--- src/rtl/sdram_burst_scheduler.sv ---
// sdram_burst_scheduler
// Arbitrates SDRAM frame-buffer bursts between one write FIFO (decoded YCbCr), two read FIFOs
// (odd/even field for VGA) and periodic refresh. Owns the per-port linear address pointers with
// base/max wrap, and hands one command at a time to the SDRAM command engine.
//
// Ports:
//   clk_i, reset_i              clock, synchronous active-high reset
//   load_i                      reload all address pointers to their bases
//   wr_level_i                  words held in write FIFO
//   rd1_level_i, rd2_level_i    words held in odd/even-field read FIFOs
//   rd1_en_i, rd2_en_i          read port enables
//   cmd_valid_o / cmd_ready_i   command handshake
//   cmd_type_o                  00 write, 01 read, 10 refresh
//   cmd_port_o                  0 write, 1 rd1, 2 rd2, 3 refresh
//   cmd_addr_o, cmd_len_o       burst start word address and length
//   cmd_done_i                  one-cycle pulse: accepted command completed
//   busy_o                      FSM not idle
//   refresh_overdue_o           sticky: refresh period expired with a refresh still pending
module sdram_burst_scheduler #(
  parameter int unsigned ADDR_W     = 23,
  parameter int unsigned LEN_W      = 9,
  parameter int unsigned BURST_LEN  = 128,
  parameter int unsigned REF_PERIOD = 1562,
  parameter int unsigned WR_BASE    = 0,
  parameter int unsigned WR_MAX     = 324480,
  parameter int unsigned RD1_BASE   = 8320,
  parameter int unsigned RD1_MAX    = 161920,
  parameter int unsigned RD2_BASE   = 170880,
  parameter int unsigned RD2_MAX    = 324480
) (
  input  logic              clk_i,
  input  logic              reset_i,
  input  logic              load_i,
  input  logic [LEN_W-1:0]  wr_level_i,
  input  logic [LEN_W-1:0]  rd1_level_i,
  input  logic [LEN_W-1:0]  rd2_level_i,
  input  logic              rd1_en_i,
  input  logic              rd2_en_i,
  output logic              cmd_valid_o,
  input  logic              cmd_ready_i,
  output logic [1:0]        cmd_type_o,
  output logic [1:0]        cmd_port_o,
  output logic [ADDR_W-1:0] cmd_addr_o,
  output logic [LEN_W-1:0]  cmd_len_o,
  input  logic              cmd_done_i,
  output logic              busy_o,
  output logic              refresh_overdue_o
);

  localparam int unsigned RefW = $clog2(REF_PERIOD) + 1;
  localparam logic [1:0] PortWr  = 2'd0;
  localparam logic [1:0] PortRd1 = 2'd1;
  localparam logic [1:0] PortRd2 = 2'd2;
  localparam logic [1:0] PortRef = 2'd3;
  localparam logic [1:0] TypeWr  = 2'b00;
  localparam logic [1:0] TypeRd  = 2'b01;
  localparam logic [1:0] TypeRef = 2'b10;

  // One extra bit so pointer + length never overflows silently.
  typedef logic [ADDR_W:0] addr_ext_t;
  typedef enum logic [1:0] {StIdle, StIssue, StWaitDone} state_e;

  function automatic addr_ext_t base_of(input logic [1:0] p);
    case (p)
      PortWr:  base_of = addr_ext_t'(WR_BASE);
      PortRd1: base_of = addr_ext_t'(RD1_BASE);
      default: base_of = addr_ext_t'(RD2_BASE);
    endcase
  endfunction

  function automatic addr_ext_t max_of(input logic [1:0] p);
    case (p)
      PortWr:  max_of = addr_ext_t'(WR_MAX);
      PortRd1: max_of = addr_ext_t'(RD1_MAX);
      default: max_of = addr_ext_t'(RD2_MAX);
    endcase
  endfunction

  state_e            state_q, state_d;
  logic [1:0]        rr_q, rr_d;
  logic [ADDR_W-1:0] ptr_q [3];
  logic [ADDR_W-1:0] ptr_d [3];
  logic [ADDR_W-1:0] ptr_cur [3];
  logic [RefW-1:0]   ref_cnt_q, ref_cnt_d;
  logic              ref_pend_q, ref_pend_d;
  logic              overdue_q, overdue_d;
  logic              load_pend_q, load_pend_d;
  logic              cmd_valid_q, cmd_valid_d;
  logic [1:0]        cmd_type_q, cmd_type_d;
  logic [1:0]        cmd_port_q, cmd_port_d;
  logic [ADDR_W-1:0] cmd_addr_q, cmd_addr_d;
  logic [LEN_W-1:0]  cmd_len_q, cmd_len_d;

  logic [2:0]        req;
  logic              grant_found;
  logic [1:0]        grant_port;
  logic [1:0]        rr_idx;
  logic [ADDR_W-1:0] grant_addr;
  addr_ext_t         grant_rem;
  logic [LEN_W-1:0]  grant_len;
  addr_ext_t         adv_sum;
  logic [ADDR_W-1:0] adv_ptr;

  assign req[0] = 32'(wr_level_i) >= BURST_LEN;
  assign req[1] = rd1_en_i && (32'(rd1_level_i) < BURST_LEN);
  assign req[2] = rd2_en_i && (32'(rd2_level_i) < BURST_LEN);

  // A load seen in idle takes effect on this edge, so any grant made now starts from the base.
  always_comb begin
    for (int unsigned p = 0; p < 3; p++) begin
      ptr_cur[p] = (state_q == StIdle && load_i) ? ADDR_W'(base_of(2'(p))) : ptr_q[p];
    end
  end

  // Round-robin search starts at the port after the last granted one.
  always_comb begin
    grant_found = 1'b0;
    grant_port  = PortWr;
    rr_idx      = PortWr;
    for (int unsigned k = 1; k <= 3; k++) begin
      rr_idx = 2'((32'(rr_q) + k) % 3);
      if (!grant_found && req[rr_idx]) begin
        grant_found = 1'b1;
        grant_port  = rr_idx;
      end
    end
    unique case (grant_port)
      PortRd1: grant_addr = ptr_cur[1];
      PortRd2: grant_addr = ptr_cur[2];
      default: grant_addr = ptr_cur[0];
    endcase
    grant_rem = max_of(grant_port) - {1'b0, grant_addr};
    grant_len = (grant_rem < addr_ext_t'(BURST_LEN)) ? LEN_W'(grant_rem) : LEN_W'(BURST_LEN);
  end

  // The issued address is the port pointer at grant time, so it seeds the advance.
  always_comb begin
    adv_sum = {1'b0, cmd_addr_q} + addr_ext_t'(cmd_len_q);
    adv_ptr = (adv_sum >= max_of(cmd_port_q)) ? ADDR_W'(base_of(cmd_port_q))
                                              : ADDR_W'(adv_sum);
  end

  always_comb begin
    ref_cnt_d  = ref_cnt_q - 1'b1;
    ref_pend_d = ref_pend_q;
    overdue_d  = overdue_q;
    if (ref_cnt_q == '0) begin
      ref_cnt_d  = RefW'(REF_PERIOD - 1);
      ref_pend_d = 1'b1;
      if (ref_pend_q) overdue_d = 1'b1;
    end else if (state_q == StIssue && cmd_ready_i && cmd_port_q == PortRef) begin
      ref_pend_d = 1'b0;
    end
  end

  always_comb begin
    state_d     = state_q;
    rr_d        = rr_q;
    ptr_d       = ptr_q;
    load_pend_d = load_pend_q;
    cmd_valid_d = cmd_valid_q;
    cmd_type_d  = cmd_type_q;
    cmd_port_d  = cmd_port_q;
    cmd_addr_d  = cmd_addr_q;
    cmd_len_d   = cmd_len_q;
    unique case (state_q)
      StIdle: begin
        ptr_d = ptr_cur;
        if (ref_pend_q) begin
          cmd_valid_d = 1'b1;
          cmd_type_d  = TypeRef;
          cmd_port_d  = PortRef;
          cmd_addr_d  = '0;
          cmd_len_d   = '0;
          state_d     = StIssue;
        end else if (grant_found) begin
          cmd_valid_d = 1'b1;
          cmd_type_d  = (grant_port == PortWr) ? TypeWr : TypeRd;
          cmd_port_d  = grant_port;
          cmd_addr_d  = grant_addr;
          cmd_len_d   = grant_len;
          state_d     = StIssue;
        end
      end
      StIssue: begin
        if (load_i) load_pend_d = 1'b1;
        if (cmd_ready_i) begin
          cmd_valid_d = 1'b0;
          state_d     = StWaitDone;
          if (cmd_port_q != PortRef) rr_d = cmd_port_q;
        end
      end
      StWaitDone: begin
        if (load_i) load_pend_d = 1'b1;
        if (cmd_done_i) begin
          state_d = StIdle;
          if (load_pend_q || load_i) begin
            // Pending reload wins over the completing burst's advance.
            for (int unsigned p = 0; p < 3; p++) ptr_d[p] = ADDR_W'(base_of(2'(p)));
            load_pend_d = 1'b0;
          end else begin
            for (int unsigned p = 0; p < 3; p++) begin
              if (cmd_port_q == 2'(p)) ptr_d[p] = adv_ptr;
            end
          end
        end
      end
      default: state_d = StIdle;
    endcase
  end

  always_ff @(posedge clk_i) begin
    if (reset_i) begin
      state_q     <= StIdle;
      rr_q        <= PortWr;
      for (int unsigned p = 0; p < 3; p++) ptr_q[p] <= ADDR_W'(base_of(2'(p)));
      ref_cnt_q   <= RefW'(REF_PERIOD - 1);
      ref_pend_q  <= 1'b0;
      overdue_q   <= 1'b0;
      load_pend_q <= 1'b0;
      cmd_valid_q <= 1'b0;
      cmd_type_q  <= '0;
      cmd_port_q  <= '0;
      cmd_addr_q  <= '0;
      cmd_len_q   <= '0;
    end else begin
      state_q     <= state_d;
      rr_q        <= rr_d;
      ptr_q       <= ptr_d;
      ref_cnt_q   <= ref_cnt_d;
      ref_pend_q  <= ref_pend_d;
      overdue_q   <= overdue_d;
      load_pend_q <= load_pend_d;
      cmd_valid_q <= cmd_valid_d;
      cmd_type_q  <= cmd_type_d;
      cmd_port_q  <= cmd_port_d;
      cmd_addr_q  <= cmd_addr_d;
      cmd_len_q   <= cmd_len_d;
    end
  end

  assign cmd_valid_o       = cmd_valid_q;
  assign cmd_type_o        = cmd_type_q;
  assign cmd_port_o        = cmd_port_q;
  assign cmd_addr_o        = cmd_addr_q;
  assign cmd_len_o         = cmd_len_q;
  assign busy_o            = (state_q != StIdle);
  assign refresh_overdue_o = overdue_q;

endmodule

--- config.mk ---
export PLATFORM = sky130hd
export DESIGN_NAME = sdram_burst_scheduler
export DESIGN_NICKNAME = d
export VERILOG_FILES = /design/src/rtl/sdram_burst_scheduler.sv
export SDC_FILE = /design/constraint.sdc
export NUM_CORES = 1
export LEC_CHECK = 0
export ABC_CLOCK_PERIOD_IN_PS = 8750
export BUFFER_PORTS_ARGS = -buffer_cell sky130_fd_sc_hd__buf_4
export CAP_MARGIN = 20
export CORE_AREA = 2 2 122 124
export DETAILED_ROUTE_END_ITERATION = 10
export DIE_AREA = 0 0 124 126
export GPL_TIMING_DRIVEN = 0
export PLACE_DENSITY = 0.78
export SYNTH_ARGS = -nofsm -noshare
export SYNTH_HDL_FRONTEND = slang
export SYNTH_SLANG_ARGS = --single-unit
--- constraint.sdc ---
create_clock -name clk_i -period 8.75 [get_ports clk_i]
set_input_delay 2.1875 -clock clk_i [delete_from_list [all_inputs] [get_ports clk_i]]
set_output_delay 2.1875 -clock clk_i [all_outputs]
set_load 0.005 [all_outputs]
==> results.md <==
| Group | Quantity | Reported |
|:---|:---|:---|
| routing | DRC viols | 0 |
| sta | Least setup slack across all paths after layout | 0.360 ns |
| sta | Maximum clock frequency | 0.119 GHz |
| setup path | Kind of end point of the critical path | register |
| logic synthesis | Portion of the post-synthesis area used by sequential elements | 0.354 |
| setup path | Startpoint-to-endpoint class of the critical path | primary input to register |
| setup path | CP top delay family | simple AND/OR/NAND/NOR gates |
| floorplanning | Area of the core | 0.0143 mm² |
| min path | Hold Crit Class | register to register |
| pwr | Part of the total power dissipated in combinational logic | 0.386 |
| cts | Max clock buf depth | 2 |
| layout | Fraction of final layout cells sized beyond drive strength 1 | 0.135 |
| routing | Number of DRC markers after the initial detailed-route iteration | 887 |
| pwr | Maximum vdd ir drop | 0.186 mV |
| sta | Setup-violating endpoint count in the final report | 0 |
| setup path | Critical Path Max Stage Delay | 0.64 ns |
| pwr | Register share of total power | 0.262 |
| logic synthesis | Post-Synthesis Net Count | 939 |
| layout | Top library cells by usage in the layout, fill and taps aside | dfxtp_1 (125), nor2_1 (91), nand2_1 (89) |
| cts | TritonCTS clock tree | done |
| sta | Pin slew with the least headroom to its limit | 0.990 ns |
| pwr | Fraction of power spent switching nets | 0.390 |
| routing | Met2 wire length | 10300 µm |
| sta | Crit path time final | 8.39 ns |
| routing | Wire length on met1 | 9230 µm |
| outcome | Result of the run | complete, no violations |
| floorplanning | Die height | 126 µm |
| sta | Relative max-transition margin | 0.335 |
| floorplanning | I/O pin total | 73 |
| floorplanning | Row Count | 44 |
| placement | Worst slack at placement | 0.0702 ns |
| setup path | Data arrival time of the worst path | 8.75 ns |
| cts | CTS sink count | 125 |
| grt | Global-route wire length before repair | 36700 µm |
| layout | Final #Nets | 1007 |
| logic synthesis | Count of flip-flops with a built-in enable after synthesis | 0 |
| routing | Top layer in use | met5 |
| logic synthesis | Average cell area after synthesis | 8.14 µm² |
| setup path | Type of element launching the critical path | primary input |
| logic synthesis | Synthesized cell area | 0.00706 mm² |
| routing | Number of search-and-repair iterations in the first detailed-routing pass | 8 |
| logic synthesis | Ys flop type | dfxtp_1 |
| layout | Layout overhead on the synthesized area | 18.8% |
| placement | Half-perimeter wire length after placement | 16500 µm |
| floorplanning | Width of the die | 124 µm |
| sta | Setup tns final | 0 ns |
| floorplanning | Initial Utilization | 0.494 |
| logic synthesis | Number of warnings reported in the yosys synthesis log | 0 |
| setup path | Cell type of the slowest stage on the worst timing path | or4b_4 |
| cts | Clock transition time at the flip-flop clock pins of the worst setup and hold paths | 0.06 ns |
| layout | Core utilization of the finished layout | 0.586 |
| sta | Ratio of final minimum period to clock period | 0.959 |
| grt | Sum of overflow across all layers after global routing | 0 |
| grt | Vias in the first global route | 6904 |
| setup path | Crit Path Max Fanout | 10 |
| pwr | Clock share of power | 0.352 |
| cts | CTS root buffer | clkbuf_16 |
| cts | TritonCTS buffer count | 17 |
| pwr | Internal power of the cells | 1.50 mW |
| logic synthesis | Number of distinct library cells after synthesis | 84 |
| sta | Final hold violation count | 0 |
| sta | Clock Skews | 0.00905 ns |
| setup path | Data required time of the critical path | 9.11 ns |
| sta | Fin Hold WS | 0.407 ns |
| routing | Wire per inst | 20.5 µm |
| grt | Initial antenna violation count | 1 |
| sta | Setup repair after global routing missed its margin | no |
| floorplanning | Die ar. | 0.0156 mm² |
| routing | Remaining number of nets flagged by the antenna check after routing | 0 |
| grt | Overall routing resource usage | 0.306 |
| pwr | Net Switching | 959 µW |
| setup path | Cell-by-cell listing of the critical path | buf_4, nor3b_1, a22oi_1, nor2_1, nor3_1, and3_1, o21ai_0, ha_1, buf_4, inv_2, buf_2, clkbuf_1, a31oi_1, ha_1, a21boi_0, a22oi_2, nor4_1, and2_4, nor4_1, nor4_1, nand4_1, or4b_4, o21ai_2 |
| placement | Routability cong. | 1.05 |
| grt | Largest net degree at the start of global routing | 17 |
| layout | Most common library cell in the layout ignoring fill and taps | dfxtp_1 |
| cts | Count of H-tree levels built during CTS | 4 |
| logic synthesis | Number of register bits inferred by synthesis | 125 |
| cts | Clock insertion delay at the later pin of the skew report | 0.43 ns |
| routing | Met3 Routed Length | 2580 µm |
| placement | PortBufs | 49 |
| logic synthesis | Instance count of the mapped netlist | 868 |
| pwr | Leakage Power | 3.25 nW |
| layout | Finished Layout Cells | 1133 |
| routing | Post-Route WL | 23200 µm |
| layout | Number of diodes | 0 |
| pwr | P per Cell Area | 293 mW/mm² |
| routing | Via count | 7187 |
| setup path | Most numerous cell on the critical path | nor4_1 |
| sta | Max Transition Viols Final | 0 |
| placement | Post-placement cell count | 1101 |
| setup path | Crit path buffers/inverters | 5 |
| routing | Post-detailed-route via-to-cell ratio | 6.34 |
| logic synthesis | Async set or reset register ratio after synthesis | 0 |
| flow run | Number of maximum-capacitance violations | 0 |
| cts | Number of buffers inserted by hold repair at cts | 0 |
cell families (layout without fill, tap and decap cells):
group | after synthesis | count (layout) | share of synthesized area
flip-flops | 125 | 125 | 0.354
adder cells (fa/ha/maj) | 37 | 37 | 0.0666
AO/OA/AOI/OAI | 257 | 257 | 0.256
multiplexers | 9 | 9 | 0.0133
XOR/XNOR | 32 | 32 | 0.0397
AND/OR/NAND/NOR | 326 | 326 | 0.221
buffers and inverters | 82 | 163 | 0.0494
synth_stat cells, drive strengths merged, types with 3 or more instances:
cell | instances | area, µm²
o32ai | 3 | 26.3
ha | 36 | 450
mux2i | 6 | 60.1
a22o | 19 | 166
and3 | 6 | 37.5
a31oi | 11 | 83.8
o31ai | 4 | 30.0
a22oi | 10 | 88.8
nand4 | 13 | 87.6
and2 | 20 | 130
dfxtp | 125 | 2500
a221oi | 3 | 26.3
nor4 | 11 | 68.8
nor3b | 5 | 37.5
nor3 | 34 | 170
nor2 | 92 | 348
or3 | 4 | 25.0
clkbuf | 29 | 109
nand2 | 90 | 340
a221o | 3 | 30.0
buf | 16 | 101
xor2 | 10 | 87.6
nor2b | 5 | 31.3
mux2 | 3 | 33.8
nand3 | 26 | 130
o21ai | 58 | 313
xnor2 | 22 | 193
a211oi | 10 | 90.1
a311oi | 3 | 32.5
a21boi | 3 | 26.3
or2 | 5 | 31.3
a31o | 3 | 26.3
a21oi | 71 | 355
inv | 37 | 139
o211ai | 12 | 90.1
nand2b | 5 | 31.3
a2111oi | 4 | 60.1
o21a | 3 | 22.5
a41oi | 4 | 35.0
a32o | 4 | 40.0
a21o | 6 | 45.0
area by class of cell:
class | count | area (µm²)
Fill cell | 1276 | 5920
Sequential cell | 125 | 2500
Multi-Input combinational cell | 661 | 4220
Clock buffer | 18 | 429
Timing Repair Buffer | 49 | 368
Buffer | 45 | 210
Clock inverter | 14 | 288
Inverter | 37 | 139
Tap cell | 184 | 230
power by group through the flow:
stage	clock network, mW	registers, mW	logic, mW
5_1_grt	0.887	0.647	1.00
2_1_floorplan	0	0.647	0.609
3_5_place_dp	0	0.653	0.894
3_3_place_gp	0	0.653	0.884
6_report	0.866	0.643	0.948
4_1_cts	0.860	0.642	0.908
registers in the layout, indices dropped and copies added (netlist names), 2 cells and up:
name and flops:
rr_q 2, cmd_len_o 9, ptr_q 69, cmd_addr_o 23, state_q 2, ref_cnt_q 12, cmd_port_o 2, cmd_type_o 2
stage by stage:
step,instance area [µm²],total power [mW]
2_1_floorplan,7060,1.26
3_3_place_gp,7660,1.54
3_5_place_dp,7660,1.55
4_1_cts,8380,2.41
5_1_grt,8390,2.54
6_report,8390,2.46
metal layers:
metal,vias to the layer above,track usage
met2,439,0.465
li1,3293,-
met5,-,0
met4,2,0.150
met3,103,0.0960
met1,3350,0.392
final timing paths:
check / slack [ns] / start / cells past startpoint / end
hold / removal: 0.41 / ref_cnt_q[0]$_SDFF_PP1_ / 1 / ref_cnt_q[0]$_SDFF_PP1_
setup reg to reg: 1.59 / rr_q[0]$_SDFFE_PP0P_ / 24 / cmd_len_o[2]$_SDFFE_PP0P_
setup / recovery: 0.36 / rd2_level_i[7] / 23 / cmd_len_o[2]$_SDFFE_PP0P_
hold reg to reg: 0.41 / ref_cnt_q[0]$_SDFF_PP1_ / 1 / ref_cnt_q[0]$_SDFF_PP1_
timing repair:
item | in CTS | in global routing
setup buffers | 0 | 0
resized for setup | 0 | 2
setup endpoints to repair | 0 | 6
Power figures use the tool's default switching activity.
